**src/rtl/alu_pkg.sv**
```systemverilog
// Shared ALU definitions: opcode encoding, sequencer states, opcode helpers.
package alu_pkg;

    localparam logic [3:0] OP_ADD    = 4'b0000;
    localparam logic [3:0] OP_SUB    = 4'b0001;
    localparam logic [3:0] OP_AND    = 4'b0010;
    localparam logic [3:0] OP_OR     = 4'b0011;
    localparam logic [3:0] OP_NOR    = 4'b0100;
    localparam logic [3:0] OP_XOR    = 4'b0101;
    localparam logic [3:0] OP_XNOR   = 4'b0110;
    localparam logic [3:0] OP_NAND   = 4'b0111;
    localparam logic [3:0] OP_PASS_A = 4'b1000;
    localparam logic [3:0] OP_PASS_B = 4'b1001;
    localparam logic [3:0] OP_ZERO   = 4'b1010;
    localparam logic [3:0] OP_CMP0   = 4'b1011;
    localparam logic [3:0] OP_CMP1   = 4'b1100;

    typedef enum logic [1:0] {
        IDLE = 2'd0,
        RUN  = 2'd1,
        DONE = 2'd2
    } state_t;

    // Opcodes that run the subtract chain: B inverted, carry-in of 1.
    function automatic logic is_sub(input logic [3:0] op);
        return (op == OP_SUB) || (op == OP_CMP0) || (op == OP_CMP1);
    endfunction

    // Opcodes whose final carry-out is reported; all others report 0.
    function automatic logic keeps_carry(input logic [3:0] op);
        return (op == OP_ADD) || is_sub(op);
    endfunction

endpackage

```
**src/rtl/alu_bit_slice.sv**
```systemverilog
// Combinational 1-bit ALU slice: one bit of result plus the carry to the next bit.
module alu_bit_slice
    import alu_pkg::*;
(
    input  logic [3:0] opcode,
    input  logic       a,
    input  logic       b,
    input  logic       cin,
    output logic       result,
    output logic       cout
);

    logic b_eff;
    logic sum;

    // Carry chain is always evaluated; the sequencer decides whether its carry is reported.
    assign b_eff = b ^ is_sub(opcode);
    assign sum   = a ^ b_eff ^ cin;
    assign cout  = (a & b_eff) | (cin & (a ^ b_eff));

    // Per-opcode result bit; logic ops use the raw B, compares produce no result bits.
    always_comb begin
        result = 1'b0;
        case (opcode)
            OP_ADD, OP_SUB: result = sum;
            OP_AND:         result = a & b;
            OP_OR:          result = a | b;
            OP_NOR:         result = ~(a | b);
            OP_XOR:         result = a ^ b;
            OP_XNOR:        result = ~(a ^ b);
            OP_NAND:        result = ~(a & b);
            OP_PASS_A:      result = a;
            OP_PASS_B:      result = b;
            default:        result = 1'b0;
        endcase
    end

endmodule

```
**src/rtl/alu_serial_seq.sv**
```systemverilog
// Bit-serial ALU sequencer: one slice, LSB first, one bit per clock, flags on done.
module alu_serial_seq
    import alu_pkg::*;
#(
    parameter int WIDTH = 8
) (
    input  logic             clk,
    input  logic             rst,
    input  logic             start,
    input  logic [3:0]       opcode,
    input  logic [WIDTH-1:0] a,
    input  logic [WIDTH-1:0] b,
    output logic             busy,
    output logic             done,
    output logic [WIDTH-1:0] result,
    output logic             carry,
    output logic             zero
);

    localparam int CW = $clog2(WIDTH);

    state_t           state, state_nxt;
    logic [3:0]       op_q;
    logic [WIDTH-1:0] a_sh, b_sh;
    // Holds the upper WIDTH-1 bits assembled so far; the newest bit joins at the MSB.
    logic [WIDTH-2:0] r_sh;
    logic [WIDTH-1:0] r_nxt;
    logic             c_q;
    logic [CW-1:0]    cnt;
    logic             last_bit;
    logic             bit_res;
    logic             bit_cout;

    alu_bit_slice u_slice (
        .opcode (op_q),
        .a      (a_sh[0]),
        .b      (b_sh[0]),
        .cin    (c_q),
        .result (bit_res),
        .cout   (bit_cout)
    );

    assign last_bit = (cnt == CW'(WIDTH - 1));
    assign r_nxt    = {bit_res, r_sh};
    assign busy     = (state != IDLE);
    assign done     = (state == DONE);

    // State register.
    always_ff @(posedge clk) begin
        if (rst) state <= IDLE;
        else     state <= state_nxt;
    end

    // Next-state: IDLE waits for start, RUN counts WIDTH bits, DONE lasts one cycle.
    always_comb begin
        state_nxt = state;
        case (state)
            IDLE:    if (start) state_nxt = RUN;
            RUN:     if (last_bit) state_nxt = DONE;
            DONE:    state_nxt = IDLE;
            default: state_nxt = IDLE;
        endcase
    end

    // Datapath: capture on start, shift per bit, publish outputs on the edge entering DONE
    // so they are already valid in the done cycle.
    always_ff @(posedge clk) begin
        if (rst) begin
            op_q   <= '0;
            a_sh   <= '0;
            b_sh   <= '0;
            r_sh   <= '0;
            c_q    <= 1'b0;
            cnt    <= '0;
            result <= '0;
            carry  <= 1'b0;
            zero   <= 1'b0;
        end else begin
            case (state)
                IDLE: begin
                    if (start) begin
                        op_q <= opcode;
                        a_sh <= a;
                        b_sh <= b;
                        c_q  <= is_sub(opcode);
                        cnt  <= '0;
                    end
                end
                RUN: begin
                    a_sh <= a_sh >> 1;
                    b_sh <= b_sh >> 1;
                    r_sh <= r_nxt[WIDTH-1:1];
                    c_q  <= bit_cout;
                    if (last_bit) begin
                        result <= r_nxt;
                        carry  <= keeps_carry(op_q) & bit_cout;
                        zero   <= (r_nxt == '0);
                    end else begin
                        cnt <= cnt + 1'b1;
                    end
                end
                default: ;
            endcase
        end
    end

endmodule

```
**config.mk**
```make
export PLATFORM = sky130hd
export DESIGN_NAME = alu_serial_seq
export DESIGN_NICKNAME = d
export VERILOG_FILES = /design/src/rtl/alu_pkg.sv /design/src/rtl/alu_bit_slice.sv /design/src/rtl/alu_serial_seq.sv
export SDC_FILE = /design/constraint.sdc
export NUM_CORES = 1
export LEC_CHECK = 0
export ABC_AREA = 1
export CORE_UTILIZATION = 38
export CTS_CLUSTER_DIAMETER = 40
export DETAILED_ROUTE_END_ITERATION = 16
export MAX_ROUTING_LAYER = met4
export SETUP_SLACK_MARGIN = 0.05
export SLEW_MARGIN = 5
export SYNTH_ARGS = -nofsm -noshare
export SYNTH_HDL_FRONTEND = slang
export SYNTH_SLANG_ARGS = --single-unit
export TNS_END_PERCENT = 100
```
**constraint.sdc**
```tcl
create_clock -name clk -period 2.2 [get_ports clk]
set_input_delay 0.33 -clock clk [delete_from_list [all_inputs] [get_ports clk]]
set_output_delay 0.33 -clock clk [all_outputs]
set_load 0.1 [all_outputs]
```
[Word-level counts from Yosys, hierarchy flattened]
Index checks and enable logic that the tools add are counted.
Word-level totals
  input port bits: 23
  logic and storage cells: 73
  register bits after elaboration: 43
  output and inout bits: 12
Operators by class
  reduce and logical (&&, ||, !) cells: 16
  bitwise operators: 13
  multiplexer cells: 13
  add/subtract/negate cells: 1
  equality and inequality tests: 20
Operator list (count)
  case mux 8 bit (2 select lines): 2
  equality test 4 bit (second input constant): 6
  equality test 4 x 3 -> 1 bit (second input constant): 4
  2-to-1 mux 8 bit: 2
  case mux 1 bit (9 select lines): 1
  equality test 4 x 1 -> 1 bit (second input constant): 2
  equality test 4 x 2 -> 1 bit (second input constant): 2
  zero test 8 bit: 1
  AND reduction 2 bit: 4
  2-to-1 mux 3 bit: 2
  != test 2 bit (second input constant): 3
  case mux 3 bit (2 select lines): 1
  logical OR 1 bit: 5
  bitwise AND 1 bit: 4
  zero test 4 bit: 1
  2-to-1 mux 2 bit: 2
  case mux 2 bit (2 select lines): 1
  nonzero test 2 bit: 2
  bitwise XOR 1 bit: 4
  adder 3 x 1 -> 3 bit (second input constant): 1
  equality test 3 bit (second input constant): 1
  inverter 1 bit: 3
  AND reduction 3 bit: 1
  equality test 2 x 1 -> 1 bit (second input constant): 1
  6 further kinds: 7

[Depth between registers and ports, before layout]
Gate-level depths: netlist of run 1.
  depth in word-level cells: 8
  mapped depth: 16
  gate-level depth less buffers: 16

[Modules after synthesis]
Synthesis of run 1 repeated with hierarchy kept, for this count alone.
Second synthesis, totals
  cells, all modules: 302
  area, all modules: 2097.0 sq um
Modules (own cells, without submodules)
  alu_serial_seq: sequential area each 860.8 sq um, area an instance 1868.0 sq um, instances 1, cells an instance 258
  alu_bit_slice: sequential area each 0.0 sq um, area an instance 229.0 sq um, instances 1, cells an instance 44

[Worst setup path after synthesis of run 1]
OpenSTA, ideal clock, no wires.
  path kind: reg-to-output
  start: register state[1]
  end: output done
  data arrival time: 1.653 ns
  required time: 1.870 ns
  setup slack: 0.217 ns
  stages on the path, launching flop included: 3
  path buffers: 0
  path through: dfxtp_1 -> inv_1 -> nor2_1
Between the ends
  cells in the longest elaborated chain, start to end: 1
Ends and longest elaborated chain
  start, declared: line alu_serial_seq.sv:22  | state_t state, state_nxt;
  start signal, assigned: line alu_serial_seq.sv:51  | else state <= state_nxt;
  equality test 2 bit: line alu_serial_seq.sv:46  | assign done = (state == DONE);
  end, declared: line alu_serial_seq.sv:14  | output logic done,
No other way between the ends.

[Worst setup path in the final report of run 1]
  start: register op_q[1]
  end: register result[7]
Between the ends
  cells in the longest elaborated chain, start to end: 7
  elaborated cells between the ends (all ways): 19
  those cells by class: eq/ne (11); mux (1); bitwise (3); reduce/logical (4)
Ends and longest elaborated chain
  start, declared: line alu_serial_seq.sv:23  | logic [3:0] op_q;
  start signal, assigned: line alu_serial_seq.sv:82  | op_q <= opcode;
  equality test 4 x 1 -> 1 bit or equality test 4 bit (tied branches): line alu_pkg.sv:26, alu_bit_slice.sv:24
  logical OR 1 bit (2 in a row): line alu_pkg.sv:26  | return (op == OP_SUB) || (op == OP_CMP0) || (op == OP_CMP1);
  bitwise XOR 1 bit: line alu_bit_slice.sv:17  | assign b_eff = b ^ is_sub(opcode);
  bitwise XOR 1 bit (2 in a row): line alu_bit_slice.sv:18  | assign sum = a ^ b_eff ^ cin;
  case mux 1 bit (9 select lines) *: line alu_bit_slice.sv:24  | case (opcode)
  end signal, assigned: line alu_serial_seq.sv:95  | result <= r_nxt;
  end, declared: line alu_serial_seq.sv:15  | output logic [WIDTH-1:0] result,
Mark *: on every way between the ends. The rest lies on a longest branch, timed or not.
A chain may end at the register's enable or synchronous reset.

==> flow_metrics.env, run 1 <==
export IMPL_grt_pass1_vias=1553
export IMPL_gp_congestion=0.857
export IMPL_grt_pass1_wl_um=6960
export IMPL_fin_ws_ns=0.180
export IMPL_fin_setup_tns_ns=0
export IMPL_critPathMaxStageDelay_ns=0.48
export IMPL_syn_area_um2=1970
export IMPL_vias_per_cell=4.72
export IMPL_grtUsageTotal=0.174
export IMPL_crit_chain="nand2_1, inv_2, nand2_1, nand2_2, a31oi_2, xor2_1, fa_1, inv_1, nand2_1, nand3_1, nand2_1, nand2_1, inv_2, nand2_2, o21bai_1, inv_1"
export IMPL_area_growth_pct=27.2
export IMPL_finalNonFillerCells=372
export IMPL_numPlacedInstances=359
export IMPL_post_dp_hpwl_um=2870
export IMPL_wl_per_cell_um=11.5
export IMPL_final_layout_size_suffix_gt1_frac=0.170
export IMPL_fmax_mhz=495
export IMPL_gr_usage_met1=0.223
export IMPL_drc=0
export IMPL_max_cap_violations=0
export IMPL_antenna_found_initial=0
export IMPL_grt_overflow_total=0
export IMPL_synth_seq_cells=43
export IMPL_synth_fp_nets=294
export IMPL_port_buffer_count=34
export IMPL_hold_class="flip-flop to flip-flop"
export IMPL_worst_path_max_delay_cell="fa_1"
export IMPL_ios=35
export IMPL_use_met2=0.263
export IMPL_cp_data_arrival_time_ns=2.21
export IMPL_crit_fanout=5
export IMPL_antennaDiodeCount=0
export IMPL_powerDensity_nw_per_um2=729
export IMPL_cts_sinks=43
export IMPL_worstSetupEndpointType="flip-flop"
export IMPL_vias=1757
export IMPL_vdd_drop_max_v=0.000312
export IMPL_worstPathRequired_ns=2.39
export IMPL_ys_seq_area_frac=0.438
export IMPL_drt_total_wl_um=4290
export IMPL_slew_viol_final=0
export IMPL_clkSlewWorstSetupHoldPaths_ns=0.08
export IMPL_tritoncts="yes"
export IMPL_start_util=0.405
export IMPL_dr_pass1_iters=4
export IMPL_clockBufferDepth=2
export IMPL_avgSynthCellArea_um2=7.39
export IMPL_status="completed"
export IMPL_postPlaceCellArea_um2=2310
export IMPL_leakagePower_nw=1.08
export IMPL_fp_coreArea_um2=4850
export IMPL_cp_start_kind="flip-flop"
export IMPL_cts_root_buf="clkbuf_8"
export IMPL_timing_critical_path_mode_cell="nand2_1"
export IMPL_slew_headroom=0.750
export IMPL_async_reset_ff_frac=0
export IMPL_busiest_layer="met2"
export IMPL_finalInstanceArea_um2=2500
export IMPL_insertion_delay_ns=0.29
export IMPL_cts_htree_levels=2
export IMPL_synth_cells=266
export IMPL_use_met3=0.0412
export IMPL_hold_viol_final=0
export IMPL_grt_setup_unrepaired="true"
export IMPL_synth_ff_type="dfxtp_1"
export IMPL_drt_iter0_markers=55
export IMPL_yosys_warnings=0
export IMPL_synth_edf_count=0
export IMPL_die_area_um2=5460
export IMPL_worstMarginPinSlew_ns=0.375
export IMPL_finalCritPeriodShare=0.918
export IMPL_criticalPathCategory="flip-flop to flip-flop"
export IMPL_yosysUniqueCellTypes=27
export IMPL_setup_violations=0
export IMPL_period_needed_ns=2.02
export IMPL_hold_buffers=0
export IMPL_fillCellCount=515
export IMPL_fin_skew_ns=0.00677
export IMPL_ant_nets=0
export IMPL_die_w_um=73.9
export IMPL_grt_max_degree=33
export IMPL_die_height_um=73.9
export IMPL_numCtsBuffers=5
export IMPL_rows=25
export IMPL_nets=332
export IMPL_dp_worst_setup_slack_ns=0.0942
[cells in the final DEF, fill, tap and decap left out, drive strengths merged]
cell	netlist	final
clkdlybuf4s50	0	22
dfxtp	43	43
nand4	1	1
ha	4	4
o2111ai	1	1
clkbuf	4	6
nor3	1	1
o21ai	39	39
fa	1	1
a31oi	12	12
xor2	1	1
a21oi	25	25
buf	7	20
bufinv	0	1
nand2	59	59
inv	32	32
nor2	28	28
o21bai	2	2
clkinv	0	1
or2	1	1
nand3	5	5
[synthesized netlist by cell type, types with 4 or more instances]
cell type / count / area (um2)
nand2_1: 55 / 206
inv_1: 29 / 109
dfxtp_1: 43 / 861
clkbuf_1: 4 / 15.0
ha_1: 4 / 50.1
o21ai_1: 10 / 50.1
a31oi_1: 12 / 75.1
nor2_1: 25 / 93.8
a21oi_1: 24 / 120
o21ai_0: 29 / 145
nand3_1: 5 / 25.0
[sequential cells by signal (all words and copies together), names as in the netlist]
register	flops
state	2
result	8
op_q	4
r_sh	7
a_sh	8
c_q	1
b_sh	8
cnt	3
zero	1
carry	1
[worst max-delay path, delay by kind of cell, from the launching register on]
family                   cells  cell delay (ns)
flip-flops                   1             0.37
XOR/XNOR                     1             0.10
buffers and inverters        4             0.19
AO/OA/AOI/OAI                2             0.30
adder cells (fa/ha/maj)      1             0.48
AND/OR/NAND/NOR              8             0.48
[logic make-up after synthesis]
| group | count (synthesis) | synth area share |
|---|---|---|
| DFF | 43 | 0.438 |
| and+or+nand+nor | 95 | 0.207 |
| adders and majority gates | 5 | 0.0356 |
| buffers and inverters | 43 | 0.0999 |
| AOI/OAI and AO/OA | 79 | 0.215 |
| xor gates and xnor gates | 1 | 0.00446 |
[path summary, 6_finish.rpt]
check | startpoint | end | slack [ns] | cells past startpoint
setup / recovery | op_q[1]$_SDFFE_PP0P_ | result[7]$_SDFFE_PP0P_ | 0.18 | 16
hold / removal | b_sh[2]$_SDFFE_PP0P_ | b_sh[2]$_SDFFE_PP0P_ | 0.45 | 2
setup reg to reg | op_q[1]$_SDFFE_PP0P_ | result[7]$_SDFFE_PP0P_ | 0.18 | 16
hold reg to reg | b_sh[2]$_SDFFE_PP0P_ | b_sh[2]$_SDFFE_PP0P_ | 0.45 | 2
[repair_timing]
item                                    in CTS  in global routing
buffers inserted                             0                  5
gates resized for setup                      0                 17
endpoints found under the setup margin       0                  3
endpoints found under the hold margin        0                  0
[area by class of cell]
| class | instances | area [um2] | share of cell area |
|---|---|---|---|
| Clock inverter | 2 | 35.0 | 0.0140 |
| Tap cell | 67 | 83.8 | 0.0335 |
| Multi-Input combinational cell | 180 | 935 | 0.374 |
| Inverter | 32 | 120 | 0.0480 |
| Timing Repair Buffer | 42 | 370 | 0.148 |
| Sequential cell | 43 | 873 | 0.349 |
| Clock buffer | 6 | 82.6 | 0.0330 |
[per-layer routing]
layer	part of all wire	wire, um
met1	0.50	2140
met4	0.018	78
met3	0.036	156
met5	0	0
met2	0.45	1920
[through the flow]
| step | hold slack (ns) | power (W) | utilization |
|---|---|---|---|
| floorplan | 0.425 | 0.00110 | - |
| global placement | 0.433 | 0.00118 | 0.476 |
| detailed placement | 0.436 | 0.00119 | 0.476 |
| CTS | 0.448 | 0.00182 | 0.500 |
| global route | 0.492 | 0.00193 | 0.516 |
| finish | 0.445 | 0.00182 | 0.516 |
[where the power goes]
| group | leakage [nW] | internal, W | switching (W) |
|---|---|---|---|
| clock | 0.0612 | 0.000367 | 0.000264 |
| sequential | 0.355 | 0.000831 | 0.0000395 |
| combinational | 0.666 | 0.000134 | 0.000185 |
(Power assumes the default switching activity.)
==> run 2, diff against run 1 <==
--- a/config.mk
+++ b/config.mk
@@ -6,6 +6,8 @@
 export NUM_CORES = 1
 export LEC_CHECK = 0
 export ABC_AREA = 1
+export CAP_MARGIN = 20
+export CORE_ASPECT_RATIO = 0.9
 export CORE_UTILIZATION = 38
 export CTS_CLUSTER_DIAMETER = 40
 export DETAILED_ROUTE_END_ITERATION = 16
==> run 2 against run 1 <==
  * Sequential share of layout area rose by 0.48 points
  * Non-clock buffer count fell by 2
  * Final cell count shrank 1.3%
  * Total power shrank 2.4%
  * Global-route usage rose by 0.44 points
  * Largest cell class unchanged
  * Design area shrank 1.4%
  * Utilization down 1.2 points
  * Register-to-register slack hardly changed
  * Critical path type unchanged
  * Highest routed layer unchanged
  * Via count shrank 0.91%
  * First-iteration DRC count increased by 20%
==> flow_metrics.env, run 2 (same netlist as run 1, synthesis figures left out) <==
export IMPL_finalNonFillerCells=367
export IMPL_fin_setup_tns_ns=0
export IMPL_crit_reg2reg_launch="op_q[3]$_SDFFE_PP0P_"
export IMPL_final_cell_mix="53 x nand2_1, 39 x dfxtp_1, 29 x o21ai_0, 27 x inv_1, 24 x a21oi_1"
export IMPL_insertion_delay_ns=0.29
export IMPL_hold_buffers=0
export IMPL_die_w_um=77.8
export IMPL_cts_root_buf="clkbuf_8"
export IMPL_whs_path_depth=2
export IMPL_ios=35
export IMPL_worstHoldStart="b_sh[1]$_SDFFE_PP0P_"
export IMPL_wl_per_cell_um=11.7
export IMPL_clkSlewWorstSetupHoldPaths_ns=0.08
export IMPL_tritoncts="yes"
export IMPL_post_dp_hpwl_um=2880
export IMPL_fp_coreArea_um2=4890
export IMPL_drt_iter0_markers=66
export IMPL_nets=330
export IMPL_slew_headroom=0.737
export IMPL_hold_viol_final=0
export IMPL_vias_per_cell=4.74
export IMPL_final_layout_size_suffix_gt1_frac=0.159
export IMPL_fmax_mhz=494
export IMPL_whs_endpoint="b_sh[1]$_SDFFE_PP0P_"
export IMPL_layout_commonest_cell="nand2_1"
export IMPL_leakagePower_nw=1.07
export IMPL_criticalPathCategory="flip-flop to flip-flop"
export IMPL_grt_max_degree=33
export IMPL_worstMarginPinSlew_ns=0.394
export IMPL_vias=1741
export IMPL_crit_fanout=5
export IMPL_vdd_drop_max_v=0.000448
export IMPL_cts_htree_levels=2
export IMPL_numPlacedInstances=357
export IMPL_rows=24
export IMPL_worstPathRequired_ns=2.39
export IMPL_area_growth_pct=25.5
export IMPL_clockBufferDepth=2
export IMPL_grt_pass1_wl_um=7310
export IMPL_top_regs="a_sh x8, b_sh x8, result x8"
export IMPL_antenna_found_initial=0
export IMPL_report_power_total_w=0.00178
export IMPL_max_cap_violations=0
export IMPL_hold_class="flip-flop to flip-flop"
export IMPL_die_height_um=70.2
export IMPL_cp_start_kind="flip-flop"
export IMPL_powerDensity_nw_per_um2=721
export IMPL_ant_nets=0
export IMPL_setup_violations=0
export IMPL_grt_pass1_vias=1581
export IMPL_fillCellCount=496
export IMPL_grt_setup_unrepaired="false"
export IMPL_r2r_end="result[7]$_SDFFE_PP0P_"
export IMPL_whs_ns=0.449
export IMPL_critPathMaxStageDelay_ns=0.48
export IMPL_numCtsBuffers=5
export IMPL_status="completed"
export IMPL_worst_path_max_delay_cell="fa_1"
export IMPL_worstSetupEndpointType="flip-flop"
export IMPL_die_area_um2=5460
export IMPL_dr_pass1_iters=4
export IMPL_slew_viol_final=0
export IMPL_fin_skew_ns=0.00214
export IMPL_regToRegSetupSlack_ns=0.17
export IMPL_period_needed_ns=2.03
export IMPL_cp_data_arrival_time_ns=2.22
export IMPL_finalCritPeriodShare=0.921
export IMPL_crit_chain="inv_2, nor2_2, nand2_1, nand2_2, a31oi_2, xor2_1, fa_1, inv_1, nand2_1, nand3_1, nand2_1, nand2_1, inv_2, nand2_2, o21bai_1, inv_1"
export IMPL_drc=0
export IMPL_antennaDiodeCount=0
export IMPL_start_util=0.402
export IMPL_grt_overflow_total=0
export IMPL_grtUsageTotal=0.179
export IMPL_gp_congestion=0.809
export IMPL_port_buffer_count=34
export IMPL_timing_critical_path_mode_cell="nand2_1"
export IMPL_cts_sinks=43
export IMPL_drt_total_wl_um=4310
export IMPL_worstRegToRegCells=16
[run 2: where the power goes]
group          internal, W  switching [W]  leakage, nW
clock network     0.000333       0.000260       0.0513
logic             0.000129       0.000185        0.659
registers         0.000831      0.0000397        0.355
[run 2: worst max-delay path: cells and delay by family (launching register included)]
family | cells | cell delay, ns
compound gates | 2 | 0.16
xor+xnor | 1 | 0.18
fa+ha+maj | 1 | 0.48
buf+inv | 4 | 0.18
flops | 1 | 0.38
simple gates | 8 | 0.55
[run 2: timing repair]
| action | 4_1_cts | 5_1_grt |
|---|---|---|
| resized for setup | 0 | 16 |
| setup endpoints to repair | 0 | 3 |
| setup buffers | 0 | 3 |
[run 2: area by class of cell]
class	count	area [um2]	share of cell area
Clock buffer	6	72.6	0.0294
Clock inverter	1	30.0	0.0122
Inverter	32	120	0.0487
Multi-Input combinational cell	180	933	0.378
Sequential cell	43	873	0.354
Tap cell	65	81.3	0.0330
Timing Repair Buffer	40	355	0.144
[run 2: layer usage]
layer / global-route usage / part of all wire
met1: 0.231 / 0.52
met2: 0.260 / 0.42
met3: 0.0588 / 0.042
met4: 0.0629 / 0.017
met5: - / 0
[run 2: how the worst max path moves through the flow]
stage / from / end / slack (ns) / cells after the start
2_1_floorplan: state[1]$_SDFFE_PP0P_ / done / 0.22 / 2
3_3_place_gp: op_q[0]$_SDFFE_PP0P_ / result[7]$_SDFFE_PP0P_ / 0.12 / 15
3_5_place_dp: op_q[0]$_SDFFE_PP0P_ / result[7]$_SDFFE_PP0P_ / 0.08 / 15
4_1_cts: op_q[0]$_SDFFE_PP0P_ / r_sh[6]$_SDFFE_PP0P_ / 0.07 / 15
5_1_grt: op_q[3]$_SDFFE_PP0P_ / result[7]$_SDFFE_PP0P_ / 0.04 / 16
6_report: op_q[3]$_SDFFE_PP0P_ / result[7]$_SDFFE_PP0P_ / 0.17 / 16
[run 2: stage by stage]
step	setup slack, ns	utilization	area (um2)
after global placement	0.122	0.471	2300
after CTS	0.0672	0.492	2410
final	0.174	0.504	2470
after global routing	0.0364	0.504	2470
after detailed placement	0.0782	0.471	2300
after floorplan	0.217	-	1970
==> run 3, diff against run 2 <==
==> constraint.sdc (replaced) <==
create_clock -name clk -period 2.2 [get_ports clk]
set_input_delay 0.33 -clock clk [delete_from_list [all_inputs] [get_ports clk]]
set_output_delay 0.33 -clock clk [all_outputs]
set_load 0.005 [all_outputs]
==> run 3 against run 2 <==
  * Clock skew increased by 0.0034 ns
  * Flip-flop and latch count unchanged
  * Final cell count shrank 0.27%
  * Utilization increased by 0.13 points
  * Sequential share of layout area is 0.14 points lower
  * Combinational power fell by 5%
  * Critical endpoint unchanged
  * Largest cell class unchanged
  * Largest power group unchanged
  * Count of clock-buffer cells in the layout is the same
  * Die area did not move
==> flow_metrics.env, run 3 (same netlist as run 1, synthesis figures left out) <==
export IMPL_slew_viol_final=0
export IMPL_period_needed_ns=2.07
export IMPL_die_w_um=77.8
export IMPL_antenna_found_initial=0
export IMPL_final_cell_mix="55 x nand2_1, 40 x dfxtp_1, 34 x clkdlybuf4s50_1, 29 x o21ai_0, 28 x inv_1"
export IMPL_crit_fanout=6
export IMPL_path_buf_inv=4
export IMPL_fin_setup_tns_ns=0
export IMPL_vias_per_cell=4.75
export IMPL_crit_family="simple AND/OR/NAND/NOR gates"
export IMPL_worstPathRequired_ns=2.39
export IMPL_cp_start_kind="flip-flop"
export IMPL_grt_pass1_vias=1525
export IMPL_drc=0
export IMPL_vias=1738
export IMPL_finalCritPeriodShare=0.942
export IMPL_worst_path_max_delay_cell="fa_1"
export IMPL_gp_congestion=0.803
export IMPL_clockBufferDepth=2
export IMPL_fmax_mhz=483
export IMPL_grtUsageTotal=0.170
export IMPL_vdd_drop_max_v=0.000391
export IMPL_start_util=0.402
export IMPL_wl_per_cell_um=11.4
export IMPL_post_dp_hpwl_um=2800
export IMPL_nets=329
export IMPL_grt_pass1_wl_um=6930
export IMPL_tritoncts="yes"
export IMPL_dr_pass1_iters=4
export IMPL_hold_viol_final=0
export IMPL_fp_coreArea_um2=4890
export IMPL_drt_iter0_markers=103
export IMPL_dp_worst_setup_slack_ns=0.102
export IMPL_timing_critical_path_mode_cell="nand2_1"
export IMPL_fin_ws_ns=0.128
export IMPL_worstMarginPinSlew_ns=0.376
export IMPL_setup_violations=0
export IMPL_drt_total_wl_um=4190
export IMPL_ant_nets=0
export IMPL_crit_chain="nand2_1, inv_1, nand2_1, nand2_1, a31oi_1, xor2_1, fa_1, inv_1, nand2_1, nand3_1, nand2_1, nand2_1, inv_2, nand2_1, o21bai_1, inv_1"
export IMPL_grt_max_degree=33
export IMPL_cts_root_buf="clkbuf_8"
export IMPL_rows=24
export IMPL_numCtsBuffers=5
export IMPL_max_cap_violations=0
export IMPL_status="completed"
export IMPL_fin_skew_ns=0.00550
export IMPL_antennaDiodeCount=0
export IMPL_worstSetupEndpointType="flip-flop"
export IMPL_cts_sinks=43
export IMPL_criticalPathCategory="flip-flop to flip-flop"
export IMPL_clkSlewWorstSetupHoldPaths_ns=0.08
export IMPL_cp_data_arrival_time_ns=2.26
export IMPL_die_area_um2=5460
export IMPL_grt_setup_unrepaired="true"
export IMPL_final_layout_size_suffix_gt1_frac=0.0963
export IMPL_ios=35
export IMPL_layout_commonest_cell="nand2_1"
export IMPL_hold_buffers=0
export IMPL_hold_class="flip-flop to flip-flop"
export IMPL_critPathMaxStageDelay_ns=0.48
export IMPL_slew_headroom=0.749
export IMPL_cts_htree_levels=2
export IMPL_area_growth_pct=25.8
export IMPL_insertion_delay_ns=0.29
export IMPL_die_height_um=70.2
export IMPL_top_regs="a_sh x8, b_sh x8, result x8"
export IMPL_port_buffer_count=34
export IMPL_powerDensity_nw_per_um2=712
export IMPL_leakagePower_nw=1.04
export IMPL_grt_overflow_total=0
==> run 3: cell count changes in the layout (fill, tap and decap cells not counted), sizes merged <==
cell           change
buf               -13
clkdlybuf4s50     +12
==> run 3: worst reg2reg max path: stages (launching register included) <==
cell      delay, ns
dfxtp_4        0.38
nand2_1        0.07
inv_1          0.05
nand2_1        0.06
nand2_1        0.06
a31oi_1        0.17
xor2_1         0.11
fa_1           0.48
inv_1          0.04
nand2_1        0.06
nand3_1        0.09
nand2_1        0.06
nand2_1        0.05
inv_2          0.05
nand2_1        0.05
o21bai_1       0.12
inv_1          0.05
==> run 3: per-layer routing <==
| metal | share of wire | vias to the layer above | GRT usage |
|---|---|---|---|
| li1 | - | 938 | - |
| met1 | 0.52 | 769 | 0.223 |
| met2 | 0.44 | 29 | 0.246 |
| met3 | 0.033 | 2 | 0.0601 |
| met4 | 0.0060 | 0 | 0.0503 |
| met5 | 0 | - | - |
==> run 3: final cells by class <==
cell class                      count  area, um2
Sequential cell                    43        872
Timing Repair Buffer               39        378
Multi-Input combinational cell    180        918
Inverter                           32        120
Tap cell                           65       81.3
Clock buffer                        6       72.6
Fill cell                         478       2420
Clock inverter                      1       30.0
==> run 3: where the power goes <==
part	internal, W	switching [W]
clock	0.000333	0.000260
sequential	0.000831	0.0000378
combinational	0.000128	0.000170
total	0.00129	0.000468
==> run 3: stage by stage <==
| stage | hold slack, ns | utilization | cells | instance area (um2) | total power, W |
|---|---|---|---|---|---|
| 2_1_floorplan | 0.425 | - | 266 | 1970 | 0.00109 |
| 3_3_place_gp | 0.437 | 0.477 | 357 | 2330 | 0.00117 |
| 3_5_place_dp | 0.437 | 0.477 | 357 | 2330 | 0.00117 |
| 4_1_cts | 0.449 | 0.498 | 364 | 2440 | 0.00177 |
| 5_1_grt | 0.468 | 0.505 | 366 | 2470 | 0.00187 |
| 6_report | 0.447 | 0.505 | 366 | 2470 | 0.00176 |
==> run 3: final timing paths <==
path / startpoint / endpoint / slack [ns] / cells past startpoint
setup / recovery: op_q[1]$_SDFFE_PP0P_ / result[7]$_SDFFE_PP0P_ / 0.13 / 16
hold / removal: b_sh[1]$_SDFFE_PP0P_ / b_sh[1]$_SDFFE_PP0P_ / 0.45 / 2
setup reg to reg: op_q[1]$_SDFFE_PP0P_ / result[7]$_SDFFE_PP0P_ / 0.13 / 16
hold reg to reg: b_sh[1]$_SDFFE_PP0P_ / b_sh[1]$_SDFFE_PP0P_ / 0.45 / 2
==> run 3: timing repair <==
action,CTS,global route
setup endpoints to repair,0,3
buffers inserted,0,2
gates resized for setup,0,10
